### config.mk
export PLATFORM = sky130hd
export DESIGN_NAME = si_header_generator
export DESIGN_NICKNAME = d
export VERILOG_FILES = /design/src/rtl/si_packet_pkg.sv /design/src/rtl/si_header_generator.sv
export SDC_FILE = /design/constraint.sdc
export NUM_CORES = 1
export LEC_CHECK = 0
export CORE_ASPECT_RATIO = 0.9
export CORE_MARGIN = 10
export CORE_UTILIZATION = 25
export CTS_CLUSTER_SIZE = 30
export DETAILED_ROUTE_END_ITERATION = 16
export PLACE_DENSITY = 0.63
export RECOVER_POWER = 100
export SLEW_MARGIN = 0
export SYNTH_ARGS = -nofsm -noshare
export SYNTH_HDL_FRONTEND = slang
export SYNTH_SLANG_ARGS = --single-unit
### constraint.sdc
create_clock -name clk -period 10.2 [get_ports clk]
set_input_delay 3.06 -clock clk [delete_from_list [all_inputs] [get_ports clk]]
set_output_delay 3.06 -clock clk [all_outputs]
set_load 0.005 [all_outputs]
### src/rtl/si_packet_pkg.sv
// Shared definitions for the SI tag packet framing.
//   - Header constants as they appear in the 128-bit lanes (byte k = tdata[8*k +: 8]).
//   - Packet byte offsets of each header field.
//   - Generator FSM state enum.
//   - build_header_beat(): assembles header beat 0 (MACs, ethertype, 'SI') or
//     header beat 1 ('TT', version, type, little-endian sequence number).
package si_packet_pkg;

  localparam int unsigned BEAT_BYTES = 16;

  // Lane values: the low byte goes out first on the wire.
  localparam logic [15:0] ETHERTYPE = 16'h9B80;  // bytes 0x80, 0x9B
  localparam logic [15:0] MAGIC_SI  = 16'h4953;  // 'S', 'I'
  localparam logic [15:0] MAGIC_TT  = 16'h5454;  // 'T', 'T'
  localparam logic [7:0]  VERSION   = 8'h00;
  localparam logic [7:0]  TYPE      = 8'h00;

  // Byte offsets within the packet.
  localparam int unsigned OFF_DST_MAC   = 0;
  localparam int unsigned OFF_SRC_MAC   = 6;
  localparam int unsigned OFF_ETHERTYPE = 12;
  localparam int unsigned OFF_MAGIC_SI  = 14;
  localparam int unsigned OFF_MAGIC_TT  = 16;
  localparam int unsigned OFF_VERSION   = 18;
  localparam int unsigned OFF_TYPE      = 19;
  localparam int unsigned OFF_SEQUENCE  = 24;

  typedef enum logic [1:0] {
    StIdle,
    StHdr0,
    StHdr1,
    StPayload
  } si_state_e;

  // beat_sel = 0 builds header beat 0, beat_sel = 1 builds header beat 1.
  function automatic logic [127:0] build_header_beat(input logic        beat_sel,
                                                     input logic [47:0] dst_mac,
                                                     input logic [47:0] src_mac,
                                                     input logic [31:0] seq);
    logic [127:0] beat;
    beat = '0;
    if (!beat_sel) begin
      // MACs go out most-significant byte first.
      for (int i = 0; i < 6; i++) begin
        beat[8*((OFF_DST_MAC + i) % BEAT_BYTES) +: 8] = dst_mac[8*(5-i) +: 8];
        beat[8*((OFF_SRC_MAC + i) % BEAT_BYTES) +: 8] = src_mac[8*(5-i) +: 8];
      end
      beat[8*(OFF_ETHERTYPE % BEAT_BYTES) +: 16] = ETHERTYPE;
      beat[8*(OFF_MAGIC_SI % BEAT_BYTES) +: 16]  = MAGIC_SI;
    end else begin
      beat[8*(OFF_MAGIC_TT % BEAT_BYTES) +: 16] = MAGIC_TT;
      beat[8*(OFF_VERSION % BEAT_BYTES) +: 8]   = VERSION;
      beat[8*(OFF_TYPE % BEAT_BYTES) +: 8]      = TYPE;
      beat[8*(OFF_SEQUENCE % BEAT_BYTES) +: 32] = seq;
    end
    return beat;
  endfunction

endpackage

### src/rtl/si_header_generator.sv
// SI header generator: prefixes each tag payload packet with a two-beat Ethernet/SI
// header and forwards the payload unchanged.
// Ports:
//   clk, rst_n                    - clock, asynchronous active-low reset
//   s_axis_t{data,keep,valid,last,user}, s_axis_tready - payload stream in (tuser ignored)
//   m_axis_t{data,keep,valid,last,user}, m_axis_tready - framed packet out (tuser = 0)
//   dst_mac, src_mac              - MAC addresses, captured at packet start
//   sequence_num                  - sequence number the next packet will carry
//   packet_sent                   - high during the handshake of the last output beat
module si_header_generator
  import si_packet_pkg::*;
#(
  parameter int unsigned DATA_WIDTH = 128
) (
  input  logic                    clk,
  input  logic                    rst_n,

  input  logic [DATA_WIDTH-1:0]   s_axis_tdata,
  input  logic [DATA_WIDTH/8-1:0] s_axis_tkeep,
  input  logic                    s_axis_tvalid,
  input  logic                    s_axis_tlast,
  input  logic                    s_axis_tuser,
  output logic                    s_axis_tready,

  output logic [DATA_WIDTH-1:0]   m_axis_tdata,
  output logic [DATA_WIDTH/8-1:0] m_axis_tkeep,
  output logic                    m_axis_tvalid,
  output logic                    m_axis_tlast,
  output logic                    m_axis_tuser,
  input  logic                    m_axis_tready,

  input  logic [47:0]             dst_mac,
  input  logic [47:0]             src_mac,
  output logic [31:0]             sequence_num,
  output logic                    packet_sent
);

  if (DATA_WIDTH != 128) begin : gen_width_check
    $error("si_header_generator: DATA_WIDTH must be 128");
  end

  logic unused_tuser;
  assign unused_tuser = s_axis_tuser;

  // Reset asserts asynchronously, releases synchronously to clk.
  logic [1:0] rst_sync_q;
  logic       rst_sync_n;

  always_ff @(posedge clk or negedge rst_n) begin
    if (!rst_n) begin
      rst_sync_q <= 2'b00;
    end else begin
      rst_sync_q <= {rst_sync_q[0], 1'b1};
    end
  end

  assign rst_sync_n = rst_sync_q[1];

  si_state_e   state_q;
  logic [47:0] dst_q;
  logic [47:0] src_q;
  logic [31:0] hdr_seq_q;
  logic [31:0] seq_q;

  logic        last_hs;
  assign last_hs = (state_q == StPayload) && s_axis_tvalid && m_axis_tready && s_axis_tlast;

  always_ff @(posedge clk or negedge rst_sync_n) begin
    if (!rst_sync_n) begin
      state_q   <= StIdle;
      dst_q     <= '0;
      src_q     <= '0;
      hdr_seq_q <= '0;
      seq_q     <= '0;
    end else begin
      unique case (state_q)
        StIdle: begin
          // Wait for real payload so headers never go out ahead of it.
          if (s_axis_tvalid) begin
            dst_q     <= dst_mac;
            src_q     <= src_mac;
            hdr_seq_q <= seq_q;
            state_q   <= StHdr0;
          end
        end
        StHdr0: begin
          if (m_axis_tready) state_q <= StHdr1;
        end
        StHdr1: begin
          if (m_axis_tready) state_q <= StPayload;
        end
        StPayload: begin
          if (last_hs) begin
            seq_q   <= seq_q + 32'd1;
            state_q <= StIdle;
          end
        end
        default: state_q <= StIdle;
      endcase
    end
  end

  logic [127:0] hdr0_beat;
  logic [127:0] hdr1_beat;
  assign hdr0_beat = build_header_beat(1'b0, dst_q, src_q, hdr_seq_q);
  assign hdr1_beat = build_header_beat(1'b1, dst_q, src_q, hdr_seq_q);

  always_comb begin
    m_axis_tvalid = 1'b0;
    m_axis_tdata  = s_axis_tdata;
    m_axis_tkeep  = s_axis_tkeep;
    m_axis_tlast  = 1'b0;
    s_axis_tready = 1'b0;
    packet_sent   = 1'b0;
    unique case (state_q)
      StHdr0: begin
        m_axis_tvalid = 1'b1;
        m_axis_tdata  = hdr0_beat;
        m_axis_tkeep  = '1;
      end
      StHdr1: begin
        m_axis_tvalid = 1'b1;
        m_axis_tdata  = hdr1_beat;
        m_axis_tkeep  = '1;
      end
      StPayload: begin
        m_axis_tvalid = s_axis_tvalid;
        m_axis_tlast  = s_axis_tlast;
        s_axis_tready = m_axis_tready;
        packet_sent   = last_hs;
      end
      default: ;
    endcase
  end

  assign m_axis_tuser = 1'b0;
  assign sequence_num = seq_q;

endmodule

==> Word-level counts from Yosys, hierarchy flattened <==
Cells that the tools add are included.
{ "classes": {"add_sub_neg": 1, "n_eq_ne": 7, "muxes": 11, "reduce_logical": 8} }
{ "op_table": {"columns": ["op", "n"], "rows": [
  ["$pmux 128 s2", 1],
  ["$add 32x1->32 const B", 1],
  ["$mux 16", 1],
  ["$mux 2", 4],
  ["$ne 2x2->1 const B", 4],
  ["$pmux 2 s4", 1],
  ["$eq 2x2->1 const B", 2],
  ["$reduce_and 2->1", 2],
  ["$reduce_and 4->1", 1],
  ["$logic_and 1x1->1", 3],
  ["$mux 1", 3],
  ["$eq 2x1->1 const B", 1],
  ["$logic_not 2->1", 1],
  ["$pmux 1 s2", 1],
  ["$reduce_or 2->1", 1]
]} }
{ "totals": {"reg_bits": 164, "elab_cells": 33} }

==> Depth between registers and ports, before layout <==
{ "logic_depth": {"depth_word": 6, "depth_mapped": 8, "depth_no_buf": 6} }

==> Least setup slack after synthesis <==
Ideal clock, no wire load.
{ "synth_timing": {"path_kind": "input port to output port", "from": "input port s_axis_tlast", "to": "output port packet_sent", "arrival_time_ns": 3.402, "required_ns": 7.140, "slack_ns": 3.738, "cell_stages": 2, "path_buffers": 1, "cell_sequence": "and4_4 -> buf_12"} }
{ "synth_between": {"elab_chain_len": 2} }
{ "synth_rtl": {"columns": ["item", "line", "text"], "rows": [
  ["start, declared", "si_header_generator.sv:21", "input logic s_axis_tlast,"],
  ["$logic_and 1x1->1", "si_header_generator.sv:66", "assign last_hs = (state_q == StPayload) && s_axis_tvalid && m_axis_tready && s_axis_tlast;"],
  ["$mux 1", "si_header_generator.sv:115", "unique case (state_q)"],
  ["end, declared", "si_header_generator.sv:35", "output logic packet_sent"]
]} }
No other way between the ends.

==> Final worst setup path <==
{ "layout_timing": {"from": "input port m_axis_tready", "to": "output port packet_sent"} }
{ "layout_between": {"elab_chain_len": 3} }
{ "layout_rtl": {"columns": ["item", "line", "text"], "rows": [
  ["start, declared", "si_header_generator.sv:30", "input logic m_axis_tready,"],
  ["$logic_and 1x1->1 (2 in a row)", "si_header_generator.sv:66", null],
  ["$mux 1", "si_header_generator.sv:115", null]
]} }
No other way between the ends.

==> results by group <==
Outcome
  • Outcome: finished with violations
  • Failing checks: capacitance limit, slew limit

Worst setup path
  • Crit Path Category: input pin to primary output
  • Reg2reg end: sequence_num[20]$_DFFE_PN0P_
  • CP arrival: 4.92 ns
  • Crit-path max cell delay: 0.68 ns
  • Reg2reg path depth: 1
  • R2R Setup Slk: 5.02 ns
  • Slowest CP cell: dlygate4sd3_1
  • Critical path, cell by cell: dlygate4sd3_1 > and4_1 > dlygate4sd3_1
  • CP Data Required Time: 7.14 ns
  • CP startpoint kind: input pin
  • Most frequent CP cell: dlygate4sd3_1
  • Worst reg2reg path startpoint: rst_sync_q[1]$_DFF_PN0_
  • Crit end category: primary output
  • CP max FO: 11

Clocking
  • Clock latency on the worst-skew pair: 0.43 ns
  • CTS tree: yes
  • CTS sink count: 164
  • Hold Buf Count CTS: 0
  • Worst-path clk slew: 0.07 ns
  • H-Tree Depth: 4
  • Total CTS buffers: 17
  • CTS Buffer Depth: 2
  • Post-CTS setup buffer count: 0
  • Cts repair resizes: 0
  • CTS root buffer: clkbuf_16

Timing
  • RSZ-0062 raised after global routing: false
  • Worst Max-Slew Pin Slew: 3.96 ns
  • Sum of negative setup slack: 0 ns
  • Final Max Slew Viols: 247
  • Setup ws final: 2.22 ns
  • Final setup viols: 0
  • Final Hold Vio Count: 0
  • Final Skew: 0.0113 ns
  • Normalized max-slew margin: -164%
  • Final period util: 78.2%
  • Tmin final: 7.98 ns
  • FMAX: 125 MHz

Floorplanning
  • Initial Utilization: 25.4%
  • Die area: 41,200 µm²
  • Chip Width: 213 µm
  • Row cnt: 63
  • I/O pin count: 427
  • Die height: 193 µm
  • Core box area: 32,900 µm²

Pwr
  • Power share of the combinational group: 56.1%
  • Static Leak: 6.02 nW
  • Pwr per Cell Area: 278 nW/µm²
  • Clk network pwr share: 17.8%
  • Flop pwr share: 26.1%
  • VDD IR max: 0.000159 V
  • Psw: 1.36 mW
  • Sw Share: 36.3%
  • Cell-internal power: 2.39 mW

Logic synthesis
  • Asr flop ratio synth: 100%
  • Mapped Area: 8360 µm²
  • Yosys reg bits: 164
  • Most used DFF post-synth: dfrtp_1
  • Post-synth EDFFs: 0
  • Seq/Total Area, Yosys: 49.1%
  • Unique masters post-synth: 35
  • Synthesis Warnings: 0
  • Syn Nets: 1,068
  • Avg Cell Area, Syn: 10.2 µm²
  • Mapped Cells: 816

Final layout
  • Area grow syn2layout: 61.4%
  • Diodes inserted: 0
  • Nets: 1,459
  • Layout cells sized above 1: 15.7%
  • Core Util, Final: 41.0%

Placement
  • Pre-CTS WS: 2.53 ns
  • Hpwl dp: 23.4 mm
  • GPL Wtd Cong: 0.852
  • IO Port Bufs: 424

Hold path
  • Hold depth: 0
  • Hold endpoint: rst_sync_q[1]$_DFF_PN0_
  • Hold crit path type: flip-flop to flip-flop
  • Hold Crit Start: rst_sync_q[0]$_DFF_PN0_

Detailed routing
  • Metal3 WL: 2.35 mm
  • Vias per cell: 4.53
  • M1 WL: 12.6 mm
  • Final wirelength: 30.9 mm
  • ANT nets after route: 0
  • DRC: 0
  • DR iter-0 viols: 333
  • Uppermost routed layer: met4
  • DRT Pass-1 Iters: 4
  • Routed length on met2: 15.5 mm
  • DR vias: 7,441
  • Drt wl/cell: 18.8 µm

Job
  • Max_cap viols: 4

Global route
  • GRT Util Overall: 14.4%
  • Largest net degree at the start of global routing: 95
  • First-pass GRT wire length: 46.5 mm
  • Grt total ovfl: 0
  • Initial antenna violation count: 0
  • Vias in the first global route: 7,596
worst max path at each step:
stage,from,endpoint
finish,m_axis_tready,packet_sent
global route,m_axis_tready,packet_sent
floorplan,s_axis_tlast,packet_sent
CTS,s_axis_tvalid,packet_sent
global placement,s_axis_tvalid,packet_sent
detailed placement,s_axis_tvalid,packet_sent
power by group through the flow:
stage	Clock, mW	Sequential [mW]	Combinational (mW)
after CTS	0.693	0.978	2.35
after global placement	0	0.978	2.33
final	0.667	0.976	2.10
after global routing	0.718	1.00	2.32
after detailed placement	0	0.990	2.34
after floorplan	0	0.960	1.04
state kept, by name, summed over array words and instances, names as in the netlist:
name,cells
src_q,48
hdr_seq_q,32
sequence_num,32
state_q,2
rst_sync_q,2
dst_q,48
metal layers:
layer / track usage (%) / vias up
li1: - / 3549
met3: 4.40 / 23
met4: 3.79 / 0
met5: 0 / -
met2: 25.4 / 276
met1: 16.4 / 3593
final cells by class:
cell class | instances | area [µm²]
fillers | 3253 | 19500
repair buffers | 431 | 4290
flip-flops and latches | 164 | 4100
multi-input cells | 519 | 3710
well taps | 422 | 528
clock buffers | 19 | 433
inverters | 74 | 278
clock inverters | 12 | 155
logic make-up after synthesis:
family | Yosys count | synth area share, %
AO/OA/AOI/OAI | 155 | 10.3
XOR/XNOR | 31 | 3.34
adder cells (fa/ha/maj) | 6 | 0.898
buffers and inverters | 133 | 6.50
flip-flops | 164 | 49.1
multiplexers | 129 | 17.4
other | 2 | 0.0898
AND/OR/NAND/NOR | 196 | 12.4
metrics by stage:
stage               cell area, µm²  hold WS [ns]  std cells  power [mW]
detailed placement           12900         0.336       1610        3.33
CTS                          13500         0.350       1641        4.02
global route                 13500         0.373       1641        4.04
floorplan                     8360         0.331        816        2.00
global placement             12900         0.337       1610        3.31
finish                       13500         0.345       1641        3.75
cells in the final DEF (no fill, tap or decap), types with 3 or more instances in the layout:
cell type / count
inv_1: 74
ha_1: 3
and2_2: 3
bufinv_16: 3
dfrtp_1: 164
nor3_1: 4
and3_1: 7
nand3_1: 37
nand4_1: 11
xnor2_1: 21
and4_1: 7
dlygate4sd3_1: 182
clkbuf_16: 17
buf_4: 5
mux2_2: 129
clkbuf_1: 4
or2_2: 16
a22oi_1: 32
clkdlybuf4s50_1: 242
and2_1: 6
nor2_1: 40
a21oi_1: 48
nor2b_1: 19
xor2_1: 9
clkinv_2: 3
o21ai_0: 73
nand2_1: 41
worst max-delay path: cells and delay by family:
family | cells | cell delay [ns]
buffers and inverters | 2 | 1.31
AND/OR/NAND/NOR | 1 | 0.54
synth_stat cells (6+ instances only):
cell type,count,area share (%)
mux2_2,129,17
nand2_1,41,1.8
a21oi_1,48,2.9
inv_1,74,3.3
dfrtp_1,164,49
and3_1,7,0.52
or2_2,16,1.2
xnor2_1,21,2.2
nand4_1,10,0.75
nor2_1,40,1.8
xor2_1,9,0.94
a22oi_1,32,2.9
clkbuf_1,34,1.5
nor2b_1,19,1.4
and2_1,6,0.45
buf_2,19,1.1
o21ai_0,73,4.4
nand3_1,37,2.2
ha_1,6,0.90
(Power assumes the default switching activity.)
